### src/rtl/uart_pkg.sv
// Shared types and constants for the memory-mapped UART receiver.
package uart_pkg;

  typedef enum logic [2:0] {
    IDLE      = 3'd0,
    START     = 3'd1,
    DATA      = 3'd2,
    STOP      = 3'd3,
    WAIT_IDLE = 3'd4
  } uart_rx_state_e;

  // Ticks per bit, and the tick count from the start edge to mid start bit.
  localparam int OVERSAMPLE   = 16;
  localparam int START_SAMPLE = OVERSAMPLE / 2;

  // Register offsets inside the two-entry window (address bit 0).
  localparam logic RX_DATA_OFS   = 1'b0;
  localparam logic RX_STATUS_OFS = 1'b1;

  // RX_STATUS bit positions.
  localparam int STAT_VALID     = 0;
  localparam int STAT_FULL      = 1;
  localparam int STAT_OVERRUN   = 2;
  localparam int STAT_FRAME_ERR = 3;

  // Oversample tick divider, rounded to nearest.
  function automatic int calc_div(input int clk_hz, input int baud);
    return (clk_hz + baud * 8) / (baud * OVERSAMPLE);
  endfunction

endpackage

### src/rtl/sync_fifo.sv
// Small synchronous FIFO with wrap-bit pointers. The caller only asserts
// push_i when there is room (or a pop happens the same cycle) and pop_i
// only when non-empty.
module sync_fifo #(
  parameter int WIDTH = 8,
  parameter int DEPTH = 8
) (
  input  logic             clk,
  input  logic             reset,
  input  logic             push_i,
  input  logic [WIDTH-1:0] push_data_i,
  input  logic             pop_i,
  output logic [WIDTH-1:0] head_o,
  output logic             empty_o,
  output logic             full_o
);

  localparam int AW = $clog2(DEPTH);

  logic [WIDTH-1:0] mem_q [DEPTH];
  logic [AW:0]      wr_ptr_q, wr_ptr_d;
  logic [AW:0]      rd_ptr_q, rd_ptr_d;

  assign empty_o = (wr_ptr_q == rd_ptr_q);
  assign full_o  = (wr_ptr_q[AW] != rd_ptr_q[AW]) &&
                   (wr_ptr_q[AW-1:0] == rd_ptr_q[AW-1:0]);
  assign head_o  = mem_q[rd_ptr_q[AW-1:0]];

  // Pointer advance.
  always_comb begin
    wr_ptr_d = wr_ptr_q;
    rd_ptr_d = rd_ptr_q;
    if (push_i) wr_ptr_d = wr_ptr_q + 1'b1;
    if (pop_i)  rd_ptr_d = rd_ptr_q + 1'b1;
  end

  // Pointer registers; reset empties the FIFO.
  always_ff @(posedge clk) begin
    if (reset) begin
      wr_ptr_q <= '0;
      rd_ptr_q <= '0;
    end else begin
      wr_ptr_q <= wr_ptr_d;
      rd_ptr_q <= rd_ptr_d;
    end
  end

  // Storage write; contents need no reset because the pointers gate them.
  always_ff @(posedge clk) begin
    if (push_i) mem_q[wr_ptr_q[AW-1:0]] <= push_data_i;
  end

endmodule

### src/rtl/uart_rx_mmio.sv
// Memory-mapped 8N1 UART receiver: synchroniser, 16x oversample FSM,
// receive FIFO, sticky overrun/frame-error flags and a two-register window.
// Handshake: read_enable/write_enable are single-cycle strobes qualified by
// rx_sel; a read of RX_DATA pops one entry at the clock edge ending the
// strobe cycle, and a write to RX_STATUS clears flags at that same edge.
module uart_rx_mmio
  import uart_pkg::*;
#(
  parameter int                    CLK_FREQ_HZ = 100_000_000,
  parameter int                    BAUD        = 115200,
  parameter int                    FIFO_DEPTH  = 8,
  parameter int                    D_ADDR_W    = 12,
  parameter int                    DATA_W      = 8,
  parameter logic [D_ADDR_W-1:0]   BASE_ADDR   = 12'hFF2
) (
  input  logic                clk,
  input  logic                reset,
  input  logic                RsRx,
  input  logic [D_ADDR_W-1:0] data_addr,
  input  logic                read_enable,
  input  logic                write_enable,
  input  logic [DATA_W-1:0]   write_data,
  output logic [DATA_W-1:0]   read_data,
  output logic                rx_sel,
  output logic                rx_valid
);

  localparam int DIV = calc_div(CLK_FREQ_HZ, BAUD);
  localparam int TW  = (DIV > 1) ? $clog2(DIV) : 1;

  // Synchroniser
  logic rx_meta_q, rx_sync_q;

  // Tick generation
  logic [TW-1:0] tick_cnt_q;
  logic          tick;
  logic          restart_tick;

  // Receive FSM
  uart_rx_state_e state_q, state_d;
  logic [3:0]     os_cnt_q, os_cnt_d;
  logic [2:0]     bit_cnt_q, bit_cnt_d;
  logic [7:0]     shift_q, shift_d;
  logic           push_q, push_d;
  logic [7:0]     push_byte_q;
  logic           frame_set;

  // FIFO and flags
  logic [7:0] fifo_head;
  logic       fifo_empty, fifo_full;
  logic       pop_en, push_en;
  logic       overrun_q, overrun_d;
  logic       frame_err_q, frame_err_d;
  logic       is_status, w1c_en;
  logic [7:0] status;
  logic       unused_wdata;

  assign tick = (tick_cnt_q == TW'(DIV - 1));

  // Two-flop synchroniser; idles high so reset cannot fake a start bit.
  always_ff @(posedge clk) begin
    if (reset) begin
      rx_meta_q <= 1'b1;
      rx_sync_q <= 1'b1;
    end else begin
      rx_meta_q <= RsRx;
      rx_sync_q <= rx_meta_q;
    end
  end

  // Free-running tick divider, realigned to the start edge.
  always_ff @(posedge clk) begin
    if (reset || restart_tick || tick) tick_cnt_q <= '0;
    else                               tick_cnt_q <= tick_cnt_q + 1'b1;
  end

  // Next-state logic: sample mid-bit, shift LSB first, judge the stop bit.
  always_comb begin
    state_d      = state_q;
    os_cnt_d     = os_cnt_q;
    bit_cnt_d    = bit_cnt_q;
    shift_d      = shift_q;
    push_d       = 1'b0;
    frame_set    = 1'b0;
    restart_tick = 1'b0;
    case (state_q)
      IDLE: begin
        if (!rx_sync_q) begin
          state_d      = START;
          os_cnt_d     = '0;
          restart_tick = 1'b1;
        end
      end
      START: begin
        if (tick) begin
          if (os_cnt_q == 4'(START_SAMPLE - 1)) begin
            os_cnt_d  = '0;
            bit_cnt_d = '0;
            // A high line at mid start bit was only a glitch.
            state_d   = rx_sync_q ? IDLE : DATA;
          end else begin
            os_cnt_d = os_cnt_q + 1'b1;
          end
        end
      end
      DATA: begin
        if (tick) begin
          if (os_cnt_q == 4'(OVERSAMPLE - 1)) begin
            os_cnt_d  = '0;
            shift_d   = {rx_sync_q, shift_q[7:1]};
            bit_cnt_d = bit_cnt_q + 1'b1;
            if (bit_cnt_q == 3'd7) state_d = STOP;
          end else begin
            os_cnt_d = os_cnt_q + 1'b1;
          end
        end
      end
      STOP: begin
        if (tick) begin
          if (os_cnt_q == 4'(OVERSAMPLE - 1)) begin
            os_cnt_d = '0;
            if (rx_sync_q) begin
              push_d  = 1'b1;
              state_d = IDLE;
            end else begin
              frame_set = 1'b1;
              state_d   = WAIT_IDLE;
            end
          end else begin
            os_cnt_d = os_cnt_q + 1'b1;
          end
        end
      end
      WAIT_IDLE: begin
        // A line stuck low must not be read as a stream of start bits.
        if (rx_sync_q) state_d = IDLE;
      end
      default: state_d = IDLE;
    endcase
  end

  // FSM registers; reset abandons any partial byte and pending push.
  always_ff @(posedge clk) begin
    if (reset) begin
      state_q     <= IDLE;
      os_cnt_q    <= '0;
      bit_cnt_q   <= '0;
      shift_q     <= '0;
      push_q      <= 1'b0;
      push_byte_q <= '0;
    end else begin
      state_q     <= state_d;
      os_cnt_q    <= os_cnt_d;
      bit_cnt_q   <= bit_cnt_d;
      shift_q     <= shift_d;
      push_q      <= push_d;
      push_byte_q <= shift_q;
    end
  end

  // Register decode: the window is two addresses, split by bit 0.
  assign rx_sel    = (data_addr[D_ADDR_W-1:1] == BASE_ADDR[D_ADDR_W-1:1]);
  assign is_status = (data_addr[0] == RX_STATUS_OFS);
  assign pop_en    = read_enable && rx_sel && (data_addr[0] == RX_DATA_OFS) && !fifo_empty;
  assign w1c_en    = write_enable && rx_sel && is_status;
  // A full FIFO still accepts a push when a pop frees the slot this cycle.
  assign push_en   = push_q && (!fifo_full || pop_en);

  sync_fifo #(
    .WIDTH (8),
    .DEPTH (FIFO_DEPTH)
  ) u_fifo (
    .clk         (clk),
    .reset       (reset),
    .push_i      (push_en),
    .push_data_i (push_byte_q),
    .pop_i       (pop_en),
    .head_o      (fifo_head),
    .empty_o     (fifo_empty),
    .full_o      (fifo_full)
  );

  // Sticky flags: write-1-to-clear, with a same-cycle set taking priority.
  always_comb begin
    overrun_d   = overrun_q;
    frame_err_d = frame_err_q;
    if (w1c_en && write_data[STAT_OVERRUN])   overrun_d   = 1'b0;
    if (w1c_en && write_data[STAT_FRAME_ERR]) frame_err_d = 1'b0;
    if (push_q && fifo_full && !pop_en)       overrun_d   = 1'b1;
    if (frame_set)                            frame_err_d = 1'b1;
  end

  // Flag registers.
  always_ff @(posedge clk) begin
    if (reset) begin
      overrun_q   <= 1'b0;
      frame_err_q <= 1'b0;
    end else begin
      overrun_q   <= overrun_d;
      frame_err_q <= frame_err_d;
    end
  end

  assign rx_valid = !fifo_empty;

  always_comb begin
    status                 = '0;
    status[STAT_VALID]     = !fifo_empty;
    status[STAT_FULL]      = fifo_full;
    status[STAT_OVERRUN]   = overrun_q;
    status[STAT_FRAME_ERR] = frame_err_q;
  end

  // Read mux; an empty FIFO reads as zero rather than stale storage.
  always_comb begin
    read_data = '0;
    if (rx_sel) begin
      if (is_status)        read_data = DATA_W'(status);
      else if (!fifo_empty) read_data = DATA_W'(fifo_head);
    end
  end

  // Only the two W1C bits of write_data have meaning.
  assign unused_wdata = ^{write_data[DATA_W-1:4], write_data[1:0]};

endmodule

### config.mk
export PLATFORM = sky130hd
export DESIGN_NAME = uart_rx_mmio
export DESIGN_NICKNAME = d
export VERILOG_FILES = /design/src/rtl/uart_pkg.sv /design/src/rtl/sync_fifo.sv /design/src/rtl/uart_rx_mmio.sv
export SDC_FILE = /design/constraint.sdc
export NUM_CORES = 1
export LEC_CHECK = 0
export ABC_AREA = 1
export BUFFER_PORTS_ARGS = -buffer_cell sky130_fd_sc_hd__buf_2
export CORE_MARGIN = 1
export CORE_UTILIZATION = 55
export CTS_CLUSTER_SIZE = 25
export DETAILED_ROUTE_END_ITERATION = 16
export GPL_TIMING_DRIVEN = 0
export PLACE_DENSITY = 0.77
export SLEW_MARGIN = 20
export SYNTH_ARGS = -nofsm -noshare
export SYNTH_HDL_FRONTEND = slang
export SYNTH_HIERARCHICAL = 1
export SYNTH_SLANG_ARGS = --single-unit
### constraint.sdc
create_clock -name clk -period 3.1 [get_ports clk]
set_clock_uncertainty 0.15 [all_clocks]
set_input_delay 0.31 -clock clk [delete_from_list [all_inputs] [get_ports clk]]
set_output_delay 0.31 -clock clk [all_outputs]
set_load 0.005 [all_outputs]
==> results.py, run 1 <==
metrics = {
    "logic_synthesis": {
        "synthCells": 578,
        "netlist_top_cells_count": "nand2_1, inv_1, edfxtp_1, nand3_1, nor2_1",
        "syn_area_sq_mm": 0.00504,
        "yosysSeqAreaShare": 0.572,
        "yosys.area.top_type": "edfxtp_1",
        "yosys.area_share.simple": 0.246,
        "ys.flop_type": "edfxtp_1",
        "synth_mux_area_frac": 0,
        "async_flop_share": 0,
        "syn_nets": 610,
        "ys_warn_count": 6,
        "ys_ff_latch": 112,
        "synth-compound-area-share": 0.0506,
        "yosys.area.top_type_share": 0.381,
        "synth_edf_count": 64,
        "synth_fa_ha_area_frac": 0.0174,
        "syn_avg_cell_area_sq_um": 8.73,
        "synthXorXnorAreaFrac": 0.0104,
        "synth_top_family_by_area": "simple AND/OR/NAND/NOR gates",
        "synth_most_common_cell": "nand2_1",
        "ys_types": 35,
        "synth_area_leaders": "edfxtp_1, dfxtp_1, nand2_1, inv_1, nand3_1",
    },
    "hold_path": {
        "worstHoldPathType": "in2reg",
    },
    "routing": {
        "wl_per_cell_um": 13.5,
        "drc": 0,
        "vias": 3669,
        "drt-total-wl_mm": 9.90,
        "first_pass_iters": 5,
        "post_drt_via_cell_ratio": 5.01,
        "route.antenna.remaining_nets": 0,
        "dr.first_iter.drc_count": 199,
    },
    "run": {
        "max_cap_violations": 0,
    },
    "clock_network": {
        "cts_tree": "yes",
        "cts_buffer_depth": 2,
        "clk_latency_ns": 0.37,
        "cts_buffers": 9,
        "cts_max_level": 3,
        "clkTransAtPathRegs_ns": 0.11,
        "ctsRootBufferMaster": "clkbuf_8",
        "post_cts_buffers": 0,
        "cts_sinks": 112,
    },
    "layout": {
        "syn2layout_area_growth_pct": 10.8,
        "drive_gt1_frac": 0.149,
        "final_cells": 732,
        "antenna_cells": 0,
        "fin_area_sq_mm": 0.00559,
        "fin_nets": 651,
        "multiInputGateArea_sq_mm": 0.00165,
        "fillCellCount": 726,
        "ff_latch_area_sq_mm": 0.00288,
    },
    "global_routing": {
        "grt_start_max_net_pins": 21,
        "antenna_found_initial": 0,
        "grt_usage": 0.226,
        "grt_pass1_vias": 3567,
        "grt_overflow": 0,
        "grt_pass1_wl_mm": 16.4,
    },
    "sta": {
        "setup_viol": 0,
        "grt_setup_unrepaired": "false",
        "finalSetupTns_ns": 0,
        "fin_ws_ns": 0.124,
        "period_share": 0.960,
        "fin_crit_ns": 2.98,
        "fmax_ghz": 0.336,
        "finalHoldViolCount": 0,
        "slew_viol_final": 0,
        "maxSlewHeadroom": 0.449,
        "tightest_slew_ns": 0.824,
    },
    "worst_setup_path": {
        "crit_arrival_ns": 2.84,
        "setup.worst_path.end_class": "register",
        "cp_max_fo": 8,
        "critPathLaunchType": "register",
        "cp.required_ns": 2.97,
        "crit_type": "reg2reg",
    },
    "die": {
        "die_w_um": 97.8,
        "start_util": 0.573,
        "dieHeight_um": 97.8,
        "core_area_sq_mm": 0.00881,
        "ios": 35,
        "rows": 34,
        "design.die.area_sq_mm": 0.00956,
    },
    "placement": {
        "gp_congestion": 0.906,
        "dpl.cell_count": 714,
        "pre_cts_ws_ns": -0.284,
        "dpl-instance-area_sq_mm": 0.00532,
        "dp_hpwl_mm": 6.88,
        "io_buffer_count": 28,
    },
    "status": {
        "status": "complete, no violations",
    },
    "pwr": {
        "total_power_w": 0.00282,
        "total_leakage_power_nw": 2.50,
        "peakVddDrop_v": 0.000391,
        "power_density_mw_per_mm2": 504,
    },
}
## state kept, by name, indices dropped and copies added, names as in the netlist, 3 cells and up, named ones only
| name | count |
|---|---|
| u_fifo/wr_ptr_q | 4 |
| u_fifo/mem_q | 64 |
| tick_cnt_q | 6 |
| push_byte_q | 8 |
| os_cnt_q | 4 |
| shift_q | 8 |
| state_q | 3 |
| bit_cnt_q | 3 |
| u_fifo/rd_ptr_q | 4 |
## worst max-delay path: stages, from the launching register on
cell and delay [ns]:
dfxtp_1 0.44, xnor2_1 0.12, nand2_1 0.08, nor2_1 0.07
nor2_2 0.33, nand3_1 0.21, a21boi_1 0.26, inv_1 0.12
or2_2 0.36, nor2_2 0.49
## final cells by class
| class | count | share of cell area |
|---|---|---|
| Multi-Input combinational cell | 346 | 0.296 |
| Timing Repair Buffer | 30 | 0.0287 |
| Clock buffer | 9 | 0.0222 |
| Clock inverter | 7 | 0.0195 |
| Tap cell | 108 | 0.0242 |
| Inverter | 105 | 0.0710 |
| Buffer | 15 | 0.0228 |
| Sequential cell | 112 | 0.516 |
## placed cells by master, fill, tap and decap left out, types with 12 or more instances in the layout
master and instances:
a21oi_1 24, nor2_1 44, o21ai_0 13, edfxtp_1 64, nand2_1 153, nor2_2 12, nand3_1 52, dfxtp_1 48
buf_2 31, inv_1 103
## stage by stage
stage	hold WS, ns	utilization
after floorplan	0.229	-
after global placement	0.246	0.604
after detailed placement	0.253	0.604
after CTS	0.0947	0.634
after global routing	0.100	0.635
final	0.113	0.635
## where the power goes
group	switching, W	internal (W)
logic	0.000145	0.0000868
clock network	0.000511	0.000474
registers	0.0000276	0.00157
## routing by layer
metal / up-vias / wire length (um) / track usage
met5: - / 0 / 0
met3: 24 / 482 / 0.0379
met2: 99 / 5030 / 0.396
li1: 1896 / - / -
met1: 1650 / 4090 / 0.264
met4: 0 / 302 / 0.125
## kinds of logic (layout without fill, tap and decap cells)
logic type / after synthesis / after routing
DFF: 112 / 112
and+or+nand+nor: 287 / 287
xor gates and xnor gates: 6 / 6
AOI/OAI and AO/OA: 46 / 46
buffers and inverters: 120 / 166
adders and majority gates: 7 / 7
## final timing paths
path	from	endpoint	slack [ns]	cells past startpoint
hold reg to reg	rx_meta_q	rx_sync_q	0.27	1
hold / removal	write_data[3]	frame_err_q	0.11	4
setup reg to reg	u_fifo/rd_ptr_q[0]	u_fifo/mem_q[6][2]	0.12	9
setup / recovery	u_fifo/rd_ptr_q[0]	u_fifo/mem_q[6][2]	0.12	9
## repair_timing
item | 4_1_cts | 5_1_grt
hold buffers | 2 | 0
gates resized for setup | 4 | 3
setup endpoints to repair | 49 | 17
hold endpoints to repair | 2 | 0
(Power assumes the default switching activity.)
==> run 2: changes to the inputs <==
--- a/config.mk
+++ b/config.mk
@@ -5,10 +5,10 @@
 export SDC_FILE = /design/constraint.sdc
 export NUM_CORES = 1
 export LEC_CHECK = 0
-export ABC_AREA = 1
 export BUFFER_PORTS_ARGS = -buffer_cell sky130_fd_sc_hd__buf_2
 export CORE_MARGIN = 1
 export CORE_UTILIZATION = 55
+export CTS_BUF_LIST = sky130_fd_sc_hd__clkbuf_8
 export CTS_CLUSTER_SIZE = 25
 export DETAILED_ROUTE_END_ITERATION = 16
 export GPL_TIMING_DRIVEN = 0
==> run 2 against run 1 <==
Against the previous run: register-to-register slack better by 0.09 ns; sequential share of layout area increased by 3.1 points; combinational power decreased by 77%; synthesized area fell by 6.8%; final cell count is 35% lower; design area shrank 5.7%; utilization up 0.36 points; sequential power down 3%; largest cell class unchanged; first-iteration DRC count fell by 42%; global-route usage is 1.8 points lower; critical path depth increased by 2.
==> results.py, run 2 <==
metrics = {
    "layout": {
        "antenna_cells": 0,
        "largest_reg_flops": 64,
        "layout_common_cells": "edfxtp_1, dfxtp_1, buf_2, nor2_1, mux4_1",
        "final_common_cell": "edfxtp_1",
        "drive_gt1_frac": 0.242,
        "syn2layout_area_growth_pct": 12.1,
        "fin_nets": 399,
        "final_cells": 477,
        "fin_util": 0.638,
    },
    "global_routing": {
        "antenna_found_initial": 0,
        "grt_pass1_wl_mm": 13.5,
        "grt_pass1_vias": 2660,
        "grt_usage": 0.208,
        "grt_overflow": 0,
        "grt_start_max_net_pins": 19,
    },
    "routing": {
        "drt-total-wl_mm": 8.44,
        "drc": 0,
        "route.antenna.remaining_nets": 0,
        "dr.first_iter.drc_count": 115,
        "vias": 2705,
        "post_drt_via_cell_ratio": 5.67,
        "wl_per_cell_um": 17.7,
        "first_pass_iters": 4,
    },
    "pwr": {
        "p_comb_frac": 0.022,
        "switching_share": 0.211,
        "p_seq_frac": 0.659,
        "total_leakage_power_nw": 2.10,
        "clkPwrFrac": 0.319,
        "power_switching_w": 0.000499,
        "power_density_mw_per_mm2": 450,
        "peakVddDrop_v": 0.000345,
        "intPower_w": 0.00187,
    },
    "worst_setup_path": {
        "worstPathBufferInverterCount": 2,
        "cp_cell_sequence": "clkbuf_2, xnor2_1, nand3_1, nor2b_1, nor2_4, nand2_1, o21ai_0, and2_1, nand2b_1, nor3_4, buf_12",
        "crit_type": "reg2reg",
        "cp.required_ns": 3.03,
        "cp_max_fo": 8,
        "max_stage_delay_ns": 0.35,
        "setup.worst_path.end_class": "register",
        "crit_arrival_ns": 2.82,
        "r2r_start": "u_fifo/wr_ptr_q[0]",
        "critPathLaunchType": "register",
        "critPathSlowestCell": "dfxtp_1",
        "rrSetupSlack_ns": 0.21,
        "r2r.worst_path.cells": 11,
        "crit_family": "simple AND/OR/NAND/NOR gates",
        "r2r_end": "u_fifo/mem_q[0][7]",
    },
    "clock_network": {
        "clkTransAtPathRegs_ns": 0.10,
        "cts_max_level": 3,
        "ctsRootBufferMaster": "clkbuf_8",
        "cts_buffer_depth": 2,
        "cts_sinks": 112,
        "cts_tree": "yes",
        "clk_latency_ns": 0.37,
        "cts_buffers": 9,
    },
    "logic_synthesis": {
        "netlist_top_cells_count": "edfxtp_1, dfxtp_1, nor2_1, mux4_1, nor2b_1",
        "syn_area_sq_mm": 0.00470,
        "synth_most_common_cell": "edfxtp_1",
        "yosysSeqAreaShare": 0.613,
        "ys_warn_count": 6,
        "ys_ff_latch": 112,
        "yosys.area.top_type": "edfxtp_1",
        "syn_nets": 358,
        "yosys.area.top_type_share": 0.409,
        "synthCells": 326,
        "async_flop_share": 0,
        "synth_area_leaders": "edfxtp_1, dfxtp_1, mux4_1, nor2_1, mux2_2",
        "synth_edf_count": 64,
        "ys_types": 54,
        "ys.flop_type": "edfxtp_1",
        "syn_avg_cell_area_sq_um": 14.4,
    },
    "sta": {
        "finalHoldViolCount": 0,
        "fmax_ghz": 0.346,
        "setup_viol": 0,
        "fin_crit_ns": 2.89,
        "slew_viol_final": 0,
        "tightest_slew_ns": 0.614,
        "period_share": 0.932,
        "maxSlewHeadroom": 0.589,
    },
    "die": {
        "die_w_um": 94.5,
        "dieHeight_um": 94.5,
        "rows": 33,
        "ios": 35,
        "core_area_sq_mm": 0.00826,
        "design.die.area_sq_mm": 0.00892,
        "start_util": 0.569,
    },
    "placement": {
        "dp_hpwl_mm": 5.70,
        "dpl.cell_count": 459,
        "io_buffer_count": 28,
        "gp_congestion": 0.773,
    },
    "hold_path": {
        "worstHoldStart": "reset",
        "hold_depth": 2,
        "hold_path_end": "push_byte_q[5]",
        "worstHoldPathType": "in2reg",
    },
    "run": {
        "max_cap_violations": 0,
    },
    "status": {
        "status": "complete, no violations",
    },
}
==> run 2: area by class of cell <==
type / count / area (sq um)
clock inverters: 7 / 47.5
flip-flops and latches: 112 / 2880
plain buffers: 14 / 105
well taps: 105 / 131
inverters: 8 / 30.0
multi-input cells: 191 / 1760
clock buffers: 9 / 124
repair buffers: 31 / 190
fillers: 597 / 2990
==> run 2: worst max path at each step <==
stage	startpoint	slack (ns)	cells after the start	end
3_5_place_dp	u_fifo/wr_ptr_q[0]	-0.48	10	u_fifo/mem_q[7][5]
2_1_floorplan	u_fifo/wr_ptr_q[0]	0.30	10	u_fifo/mem_q[2][0]
3_3_place_gp	u_fifo/wr_ptr_q[0]	-0.72	10	u_fifo/mem_q[2][5]
5_1_grt	u_fifo/wr_ptr_q[0]	-0.01	10	u_fifo/mem_q[4][5]
6_report	u_fifo/wr_ptr_q[0]	0.21	11	u_fifo/mem_q[0][7]
4_1_cts	u_fifo/wr_ptr_q[2]	0.02	9	u_fifo/mem_q[4][5]
==> run 2: kinds of logic (layout without fill, tap and decap cells) <==
family,Yosys count,in the layout,synth area share
AO/OA/AOI/OAI,33,33,0.0519
XOR/XNOR,14,14,0.0261
AND/OR/NAND/NOR,101,101,0.120
adder cells (fa/ha/maj),7,7,0.0186
multiplexers,36,36,0.141
buffers and inverters,23,69,0.0293
flip-flops,112,112,0.613
==> run 2: worst reg2reg max path: stages (launching register included) <==
cell	delay [ns]
dfxtp_1	0.35
clkbuf_2	0.25
xnor2_1	0.11
nand3_1	0.12
nor2b_1	0.10
nor2_4	0.22
nand2_1	0.15
o21ai_0	0.14
and2_1	0.28
nand2b_1	0.29
nor3_4	0.28
buf_12	0.16
==> run 2: what timing repair did <==
action,4_1_cts,5_1_grt
buffers inserted,1,1
gates resized for setup,13,6
hold buffers,1,0
hold endpoints to repair,1,0
pin swaps,1,1
endpoints found under the setup margin,64,65
==> run 2: per-stage QoR <==
| stage | cell area [sq um] | setup TNS, ns | setup slack [ns] | hold slack [ns] | total power (W) |
|---|---|---|---|---|---|
| 2_1_floorplan | 4700 | 0 | 0.300 | 0.239 | 0.00163 |
| 3_3_place_gp | 4970 | -24.03 | -0.720 | 0.242 | 0.00165 |
| 3_5_place_dp | 4980 | -25.19 | -0.477 | 0.248 | 0.00165 |
| 4_1_cts | 5230 | 0 | 0.0228 | 0.122 | 0.00239 |
| 5_1_grt | 5270 | -0.0297 | -0.0112 | 0.124 | 0.00245 |
| 6_report | 5270 | 0 | 0.210 | 0.124 | 0.00237 |
==> run 2: power by group through the flow <==
stage                     Combinational [W]  Sequential, W  Clock [W]
final                             0.0000533        0.00156   0.000756
after global routing              0.0000595        0.00156   0.000830
after CTS                         0.0000534        0.00156   0.000771
after detailed placement          0.0000519        0.00160          0
after global placement            0.0000495        0.00160          0
after floorplan                   0.0000296        0.00160          0
==> run 2: metal layers <==
| metal | track usage | up-vias | wire length [um] |
|---|---|---|---|
| met5 | 0 | - | 0 |
| met4 | 0.0859 | 0 | 150 |
| met3 | 0.0483 | 14 | 339 |
| met2 | 0.362 | 56 | 4460 |
| met1 | 0.247 | 1326 | 3480 |
| li1 | - | 1309 | - |
==> run 3: changes to the inputs <==
--- a/config.mk
+++ b/config.mk
@@ -5,14 +5,14 @@
 export SDC_FILE = /design/constraint.sdc
 export NUM_CORES = 1
 export LEC_CHECK = 0
-export BUFFER_PORTS_ARGS = -buffer_cell sky130_fd_sc_hd__buf_2
 export CORE_MARGIN = 1
 export CORE_UTILIZATION = 55
 export CTS_BUF_LIST = sky130_fd_sc_hd__clkbuf_8
 export CTS_CLUSTER_SIZE = 25
 export DETAILED_ROUTE_END_ITERATION = 16
+export DONT_BUFFER_PORTS = 1
 export GPL_TIMING_DRIVEN = 0
-export PLACE_DENSITY = 0.77
+export PLACE_DENSITY = 0.73
 export SLEW_MARGIN = 20
 export SYNTH_ARGS = -nofsm -noshare
 export SYNTH_HDL_FRONTEND = slang
==> run 3 against run 2 <==
Against the previous run: sequential power is essentially flat; non-clock buffer count is 27 lower; worst setup slack better by 0.037 ns; clock power increased by 9.5%; final cell count decreased by 5.7%; count of clock-buffer cells in the layout is the same; first-iteration DRC count decreased by 7.8%; combinational power down 26%; die area is the same; critical endpoint is now u_fifo/mem_q[2][7]; fmax rose by 1.3%; sequential share of layout area rose by 1.2 points; highest routed layer unchanged.
==> results.py, run 3 (synthesis results as in run 2) <==
metrics = {
    "pwr": {
        "peakVddDrop_v": 0.000241,
        "power_density_mw_per_mm2": 471,
        "total_leakage_power_nw": 1.98,
    },
    "worst_setup_path": {
        "r2r.worst_path.cells": 11,
        "critPathLaunchType": "register",
        "rrSetupSlack_ns": 0.25,
        "setup.worst_path.end_class": "register",
        "r2r_start": "u_fifo/wr_ptr_q[0]",
        "crit_type": "reg2reg",
        "crit_arrival_ns": 2.80,
        "cp.required_ns": 3.04,
        "cp_max_fo": 8,
        "r2r_end": "u_fifo/mem_q[2][7]",
    },
    "sta": {
        "slew_viol_final": 0,
        "tightest_slew_ns": 0.571,
        "period_share": 0.921,
        "fmax_ghz": 0.350,
        "fin_crit_ns": 2.85,
        "setup_viol": 0,
        "finalHoldViolCount": 0,
        "maxSlewHeadroom": 0.619,
        "finalSetupTns_ns": 0,
    },
    "hold_path": {
        "hold_depth": 3,
        "hold_path_end": "overrun_q",
        "worstHoldPathType": "in2reg",
        "worstHoldStart": "data_addr[0]",
    },
    "layout": {
        "drive_gt1_frac": 0.180,
        "antenna_cells": 0,
        "largest_reg_flops": 64,
        "ff_latch_area_sq_mm": 0.00288,
        "syn2layout_area_growth_pct": 9.63,
        "layout_common_cells": "edfxtp_1, dfxtp_1, nor2_1, mux4_1, nor2b_1",
        "final_cells": 450,
        "fin_nets": 372,
        "fin_area_sq_mm": 0.00515,
        "fillCellCount": 638,
        "final_common_cell": "edfxtp_1",
        "multiInputGateArea_sq_mm": 0.00176,
    },
    "clock_network": {
        "clk_latency_ns": 0.37,
        "cts_buffer_depth": 2,
        "cts_max_level": 3,
        "cts_buffers": 9,
        "cts_tree": "yes",
        "ctsRootBufferMaster": "clkbuf_8",
        "clkTransAtPathRegs_ns": 0.10,
        "cts_sinks": 112,
    },
    "global_routing": {
        "met3_usage": 0.0395,
        "use_met1": 0.265,
        "grt_pass1_vias": 2540,
        "grt_pass1_wl_mm": 13.3,
        "grt_start_max_net_pins": 22,
        "grt-busiest-layer": "met2",
        "grt_usage": 0.206,
        "antenna_found_initial": 0,
        "grt.met2_usage": 0.348,
        "grt_overflow": 0,
    },
    "placement": {
        "dp_hpwl_mm": 5.52,
        "io_buffer_count": 0,
        "gp_congestion": 0.814,
        "dpl.cell_count": 431,
        "dpl-instance-area_sq_mm": 0.00484,
    },
    "die": {
        "rows": 33,
        "start_util": 0.569,
        "dieHeight_um": 94.5,
        "core_area_sq_mm": 0.00826,
        "design.die.area_sq_mm": 0.00892,
        "ios": 35,
        "die_w_um": 94.5,
    },
    "routing": {
        "wl_per_cell_um": 18.5,
        "route.antenna.remaining_nets": 0,
        "drt-total-wl_mm": 8.34,
        "drc": 0,
        "first_pass_iters": 4,
        "post_drt_via_cell_ratio": 5.88,
        "dr.first_iter.drc_count": 106,
        "vias": 2644,
    },
    "run": {
        "max_cap_violations": 0,
    },
    "status": {
        "status": "complete, no violations",
    },
}
run 3: changes by cell type in the layout (fill, tap and decap cells not counted), sizes merged:
cell | before | now
clkinvlp | 0 | 1
inv | 9 | 13
dlygate4sd3 | 1 | 2
clkinv | 6 | 1
buf | 38 | 10
run 3: area by class of cell:
class                           instances  area share
Sequential cell                       112       0.559
Multi-Input combinational cell        191       0.341
Tap cell                              105      0.0255
Clock buffer                            9      0.0240
Buffer                                 14      0.0204
Clock inverter                          7      0.0126
Timing Repair Buffer                    4      0.0117
Inverter                                8     0.00583
run 3: per-layer routing:
| layer | vias to the layer above | wire length (um) |
|---|---|---|
| met1 | 1325 | 3580 |
| li1 | 1266 | - |
| met5 | - | 0 |
| met2 | 45 | 4280 |
| met4 | 0 | 104 |
| met3 | 8 | 371 |
run 3: worst max-delay path by stage:
stage                             from                  to  slack, ns  depth (start not counted)
finish              u_fifo/wr_ptr_q[0]  u_fifo/mem_q[2][7]       0.25                         11
global placement    u_fifo/wr_ptr_q[0]  u_fifo/mem_q[2][5]      -0.73                         10
global route        u_fifo/wr_ptr_q[0]  u_fifo/mem_q[3][2]    -0.0009                         10
detailed placement  u_fifo/wr_ptr_q[0]  u_fifo/mem_q[6][7]      -0.41                         10
floorplan           u_fifo/wr_ptr_q[0]  u_fifo/mem_q[2][0]       0.30                         10
CTS                 u_fifo/wr_ptr_q[0]  u_fifo/mem_q[6][2]      -0.14                         10
run 3: stage by stage:
stage | hold slack, ns | utilization | setup slack (ns) | power [W]
final | 0.0365 | 0.624 | 0.246 | 0.00243
after global routing | 0.0658 | 0.624 | -0.000917 | 0.00251
after CTS | 0.0264 | 0.622 | -0.140 | 0.00245
after detailed placement | 0.245 | 0.587 | -0.407 | 0.00163
after global placement | 0.243 | 0.585 | -0.733 | 0.00163
after floorplan | 0.239 | - | 0.300 | 0.00163
run 3: repair_timing:
action                                 in CTS  in global routing
hold buffers                                2                  0
endpoints found under the hold margin       5                  0
pin swaps                                   0                  1
resized for setup                          12                  6
buffers inserted                            2                  0
setup endpoints to repair                  64                 65
run 3: report_power, final:
group          leakage (nW)  switching, W   total, W  internal, W
clock network        0.0947      0.000514   0.000828     0.000314
registers              1.12    0.00000566    0.00156      0.00156
logic                 0.768     0.0000235  0.0000397    0.0000161
total                  1.98      0.000543    0.00243      0.00189
run 3: critical path, cell delays in order (launching register included):
cell and delay [ns]:
dfxtp_1 0.35, clkbuf_2 0.26, xnor2_1 0.10, nand3_1 0.12, nor2b_1 0.10, nor2_4 0.23
nand2_1 0.13, o21ai_0 0.13, and2_1 0.25, nand2_1 0.31, nor3_4 0.26, buf_12 0.17
